[src/rtl/ext_load_pipe_if.sv]
// rtl/ext_load_pipe_if.sv - request/result bundle for the extension/load pipeline
interface ext_load_pipe_if #(
  parameter int CNT_W = 8
);
  logic             in_valid;
  logic [2:0]       op;
  logic [1:0]       addr;
  logic [31:0]      din;
  logic [15:0]      imm16;
  logic             stall;
  logic             flush;
  logic             out_valid;
  logic [31:0]      dout;
  logic             out_err;
  logic [CNT_W-1:0] err_count;

  modport master (
    output in_valid, op, addr, din, imm16, stall, flush,
    input  out_valid, dout, out_err, err_count
  );

  modport slave (
    input  in_valid, op, addr, din, imm16, stall, flush,
    output out_valid, dout, out_err, err_count
  );
endinterface

[src/rtl/ext_load_pipe.sv]
// rtl/ext_load_pipe.sv - pipelined immediate/load-data extension with misalignment tracking
module ext_load_pipe #(
  parameter int LAT   = 1,
  parameter int CNT_W = 8
) (
  input  logic           clk,
  input  logic           reset,
  ext_load_pipe_if.slave bus
);

  localparam logic [2:0] OP_LW   = 3'b000;
  localparam logic [2:0] OP_LBU  = 3'b001;
  localparam logic [2:0] OP_LB   = 3'b010;
  localparam logic [2:0] OP_LHU  = 3'b011;
  localparam logic [2:0] OP_LH   = 3'b100;
  localparam logic [2:0] OP_ZEXT = 3'b101;
  localparam logic [2:0] OP_SEXT = 3'b110;
  localparam logic [2:0] OP_LUI  = 3'b111;

  localparam logic [CNT_W-1:0] CNT_ONE = {{(CNT_W-1){1'b0}}, 1'b1};

  logic [7:0]       byte_sel;
  logic [15:0]      half_sel;
  logic [31:0]      data_d;
  logic             err_d;

  logic [LAT-1:0]   vld_q;
  logic [LAT-1:0]   err_q;
  logic [31:0]      data_q [LAT];

  logic             retire;
  logic [CNT_W-1:0] cnt_q;
  logic [CNT_W-1:0] cnt_d;

  // Stage-0 extraction/extension; a misaligned access zeroes its data.
  always_comb begin
    byte_sel = 8'h00;
    half_sel = bus.addr[1] ? bus.din[31:16] : bus.din[15:0];
    data_d   = 32'h0;
    err_d    = 1'b0;
    case (bus.addr)
      2'd0:    byte_sel = bus.din[7:0];
      2'd1:    byte_sel = bus.din[15:8];
      2'd2:    byte_sel = bus.din[23:16];
      default: byte_sel = bus.din[31:24];
    endcase
    case (bus.op)
      OP_LW: begin
        if (bus.addr != 2'd0) err_d = 1'b1;
        else                  data_d = bus.din;
      end
      OP_LBU:  data_d = {24'h0, byte_sel};
      OP_LB:   data_d = {{24{byte_sel[7]}}, byte_sel};
      OP_LHU: begin
        if (bus.addr[0]) err_d = 1'b1;
        else             data_d = {16'h0, half_sel};
      end
      OP_LH: begin
        if (bus.addr[0]) err_d = 1'b1;
        else             data_d = {{16{half_sel[15]}}, half_sel};
      end
      OP_ZEXT: data_d = {16'h0, bus.imm16};
      OP_SEXT: data_d = {{16{bus.imm16[15]}}, bus.imm16};
      OP_LUI:  data_d = {bus.imm16, 16'h0};
      default: data_d = 32'h0;
    endcase
  end

  // Stage shift register: reset beats flush beats stall; flush only clears valids.
  always_ff @(posedge clk) begin
    if (reset) begin
      vld_q <= '0;
      err_q <= '0;
      for (int k = 0; k < LAT; k++) data_q[k] <= 32'h0;
    end else if (bus.flush) begin
      vld_q <= '0;
    end else if (!bus.stall) begin
      vld_q[0]  <= bus.in_valid;
      err_q[0]  <= err_d;
      data_q[0] <= data_d;
      for (int k = 1; k < LAT; k++) begin
        vld_q[k]  <= vld_q[k-1];
        err_q[k]  <= err_q[k-1];
        data_q[k] <= data_q[k-1];
      end
    end
  end

  // The output entry leaves only on a non-stalled cycle, so a held entry counts once.
  assign retire = vld_q[LAT-1] & ~bus.stall;

  // Saturating increment for each retiring errored entry.
  always_comb begin
    cnt_d = cnt_q;
    if (retire && err_q[LAT-1] && (cnt_q != {CNT_W{1'b1}})) cnt_d = cnt_q + CNT_ONE;
  end

  // Error counter register, cleared only by reset.
  always_ff @(posedge clk) begin
    if (reset) cnt_q <= '0;
    else       cnt_q <= cnt_d;
  end

  assign bus.out_valid = vld_q[LAT-1];
  assign bus.dout      = vld_q[LAT-1] ? data_q[LAT-1] : 32'h0;
  assign bus.out_err   = vld_q[LAT-1] & err_q[LAT-1];
  assign bus.err_count = cnt_q;

endmodule

[src/flat_wrapper.sv]
// flat-port wrapper written by rule: the top's interface ports become plain ports
module ext_load_pipe_flat 
#(
  parameter int LAT   = 1,
  parameter int CNT_W = 8
)
  (clk, reset, bus_in_valid, bus_op, bus_addr, bus_din, bus_imm16, bus_stall, bus_flush, bus_out_valid, bus_dout, bus_out_err, bus_err_count);
  ext_load_pipe_if #(.CNT_W(CNT_W)) bus_i ();
  input  logic clk;
  input  logic reset;
  input wire logic [$bits(bus_i.in_valid)-1:0] bus_in_valid;
  input wire logic [$bits(bus_i.op)-1:0] bus_op;
  input wire logic [$bits(bus_i.addr)-1:0] bus_addr;
  input wire logic [$bits(bus_i.din)-1:0] bus_din;
  input wire logic [$bits(bus_i.imm16)-1:0] bus_imm16;
  input wire logic [$bits(bus_i.stall)-1:0] bus_stall;
  input wire logic [$bits(bus_i.flush)-1:0] bus_flush;
  output wire logic [$bits(bus_i.out_valid)-1:0] bus_out_valid;
  output wire logic [$bits(bus_i.dout)-1:0] bus_dout;
  output wire logic [$bits(bus_i.out_err)-1:0] bus_out_err;
  output wire logic [$bits(bus_i.err_count)-1:0] bus_err_count;
  assign bus_i.in_valid = bus_in_valid;
  assign bus_i.op = bus_op;
  assign bus_i.addr = bus_addr;
  assign bus_i.din = bus_din;
  assign bus_i.imm16 = bus_imm16;
  assign bus_i.stall = bus_stall;
  assign bus_i.flush = bus_flush;
  assign bus_out_valid = bus_i.out_valid;
  assign bus_dout = bus_i.dout;
  assign bus_out_err = bus_i.out_err;
  assign bus_err_count = bus_i.err_count;
  ext_load_pipe #(.LAT(LAT), .CNT_W(CNT_W)) u_core (.clk(clk), .reset(reset), .bus(bus_i));
endmodule
[config.mk]
export PLATFORM = sky130hd
export DESIGN_NAME = ext_load_pipe_flat
export DESIGN_NICKNAME = d
export VERILOG_FILES = /design/src/rtl/ext_load_pipe_if.sv /design/src/rtl/ext_load_pipe.sv /design/src/flat_wrapper.sv
export SDC_FILE = /design/constraint.sdc
export NUM_CORES = 1
export LEC_CHECK = 0
export CORE_MARGIN = 2
export CORE_UTILIZATION = 40
export DETAILED_ROUTE_END_ITERATION = 8
export MAX_ROUTING_LAYER = met4
export PLACE_DENSITY = 0.69
export SYNTH_ARGS = -nofsm -noshare
export SYNTH_HDL_FRONTEND = slang
export SYNTH_SLANG_ARGS = --single-unit
export TNS_END_PERCENT = 100
[constraint.sdc]
create_clock -name clk -period 2.7 [get_ports clk]
set_clock_uncertainty 0.2 [all_clocks]
set_input_delay 0.27 -clock clk [delete_from_list [all_inputs] [get_ports clk]]
set_output_delay 0.27 -clock clk [all_outputs]
set_load 0.03 [all_outputs]
==> qor.csv <==
metric;value;unit
status;finished clean;
Max clock buf depth;2;
slew margin rel.;67.47;%
most used flip-flop cell after synthesis;sky130_fd_sc_hd__edfxtp_1;
number of max-cap violations;0;
share of the yosys chip area belonging to registers;38.11;%
RSZ-0062 raised after global routing;no;
IO Port Bufs;99;
vias;3110;
proportion of synthesized flip-flops having asynchronous set or reset;0;%
Hold-fix buffers, CTS;0;
count of routing violations after the opening detailed-route iteration;221;
number of synthesized register bits;42;
share of cells above drive strength 1;15.28;%
biggest area contributors in the synthesized netlist;sky130_fd_sc_hd__edfxtp_1 (32%), sky130_fd_sc_hd__and2_1 (7.4%), sky130_fd_sc_hd__dfxtp_1 (6.6%);
Post-Route Hold Slack;305.4;ps
Critical Setup Path Class;register to primary output;
data arrival time of the worst path;1870;ps
cell count after synthesis;325;
number of iterations in the first detailed-routing pass;5;
Post-Route Setup TNS;0;ps
post-synthesis average cell area;9.374;um^2
number of global-route vias before repair;2956;
Post-synth top cells;sky130_fd_sc_hd__and2_1 (36), sky130_fd_sc_hd__edfxtp_1 (32), sky130_fd_sc_hd__a22oi_1 (26);
placed wire-length estimate;7052;um
via-per-instance ratio;5.857;
peak fanout along the critical path;30;
initial antenna violation count;0;
final wirelength;9505;um
remaining number of nets flagged by the antenna check after routing;0;
placement row count;31;
LEAKAGE;1.532;nW
drc violations;0;
H-tree lvl count;2;
cell area after synthesis;3047;um^2
clk sink count;42;
insertion delay to the later sink of the worst-skew pair;290;ps
die area;8331;um^2
period utilization;86.62;%
most common cell in the netlist;sky130_fd_sc_hd__and2_1;
pin slew with the least headroom to its limit;480.3;ps
number of different library cells in the post-synthesis netlist;59;
overflow left after global routing;0;
time the worst path needs with I/O delays and setup;2339;ps
Worst Setup End Kind;primary output;
non-filler cells in the finished layout;531;
Place WS;153.0;ps
TritonCTS Buffers;5;
Ys Warns;0;
count of buffers added by post-CTS timing repair for setup;0;
Post-synth EDFFs;32;
post_cts resized;0;
cell accounting for the most synthesized area;sky130_fd_sc_hd__edfxtp_1;
maximum resistive drop on vdd;0.3395;mV
Critical Path RT;2230;ps
Cell Count Post-Placement;523;
area growth from synthesis to layout;42.83;%
gr usage total;22.91;%
TritonCTS clock tree;done;
wire length of the first global-routing pass;14900;um
die width;91.28;um
final count of pins violating max slew;0;
die boundary height;91.28;um
core area;7331;um^2
Root Buffer;sky130_fd_sc_hd__clkbuf_8;
placer's final routability congestion estimate;0.8965;
setup-violating endpoint count in the final report;0;
number of nets in the final layout;490;
nets in the synthesized netlist;384;
maximum number of pins on one net before global-route repair;34;
post-CTS clock slew at the launch and capture registers of the worst setup and hold paths;80;ps
total power divided by cell area;377.0;nW/um^2
highest attainable clock frequency;0.4276;GHz
number of top-level pins;100;
path type of the worst min-delay path;register to register;
category of the worst setup path launch point;register;
effective utilization at floorplan;41.56;%
top-area cell type share of the netlist area;31.54;%
Final Hold Viols;0;
final routed wire length divided by cell count;17.90;um
ANT cells;0;
final critical-path setup slack;361.3;ps
-- cell type report --
type	count	area (um^2)
Fill cell	633	2979
Multi-Input combinational cell	247	1709
Timing Repair Buffer	128	1221
Sequential cell	42	1161
Tap cell	99	123.9
Clock buffer	6	72.57
Clock inverter	2	37.54
Inverter	7	26.28
-- power by group --
group	switching, mW	internal (mW)
sequential	0.0114	0.737
clock	0.224	0.276
combinational	0.203	0.189
-- cell families after synthesis --
| logic type | Yosys count | share of synthesized area (%) |
|---|---|---|
| XOR/XNOR | 5 | 1.684 |
| AO/OA/AOI/OAI | 122 | 28.30 |
| buffers and inverters | 36 | 5.914 |
| flip-flops | 42 | 38.11 |
| adder cells (fa/ha/maj) | 1 | 0.4106 |
| AND/OR/NAND/NOR | 102 | 19.14 |
| multiplexers | 17 | 6.448 |
-- flip-flops by register name, summed over array words and instances, names as in the netlist --
signal,cells
u_core.bus.err_count,8
u_core.err_q,1
u_core.bus.out_valid,1
u_core.data_q,32
-- through the flow --
step	util (%)	cell area [um^2]	power (mW)
3_3_place_gp	57.86	4242	1.143
6_report	59.36	4352	1.640
2_1_floorplan	-	3047	0.9554
5_1_grt	59.36	4352	1.696
4_1_cts	59.36	4352	1.641
3_5_place_dp	57.86	4242	1.148
-- cells in the final DEF (no fill, tap or decap), types with 9 or more instances in the layout --
cell,synthesis,routed
sky130_fd_sc_hd__a22oi_1,26,26
sky130_fd_sc_hd__a211oi_1,13,13
sky130_fd_sc_hd__dfxtp_1,10,10
sky130_fd_sc_hd__o21ai_2,9,9
sky130_fd_sc_hd__mux2_2,11,11
sky130_fd_sc_hd__edfxtp_1,32,32
sky130_fd_sc_hd__o21ai_0,17,17
sky130_fd_sc_hd__and2_1,36,36
sky130_fd_sc_hd__clkdlybuf4s50_1,0,99
sky130_fd_sc_hd__nor2_1,21,21
sky130_fd_sc_hd__buf_4,1,28
sky130_fd_sc_hd__a21oi_1,20,20
-- metal layers --
| metal | wire length [um] | part of all wire, % | track usage (%) |
|---|---|---|---|
| met5 | 0 | 0 | - |
| met3 | 695 | 7.3 | 3.568 |
| met2 | 4549 | 48 | 35.68 |
| met4 | 141 | 1.5 | 7.323 |
| met1 | 4120 | 43 | 30.76 |
-- final timing paths --
kind | start | endpoint | slack [ps] | depth (start not counted)
max | u_core.bus.out_valid | bus_dout[5] | 360 | 3
max reg2reg | u_core.bus.out_valid | u_core.bus.err_count[5] | 640 | 5
min reg2reg | u_core.bus.err_count[5] | u_core.bus.err_count[5] | 310 | 2
min | u_core.bus.err_count[5] | u_core.bus.err_count[5] | 310 | 2
-- critical path: stages, from the launching register on --
cell and delay [ps]:
sky130_fd_sc_hd__dfxtp_1 440, sky130_fd_sc_hd__buf_4 290, sky130_fd_sc_hd__and2_1 180, sky130_fd_sc_hd__clkdlybuf4s50_1 670
Power figures use the tool's default switching activity.
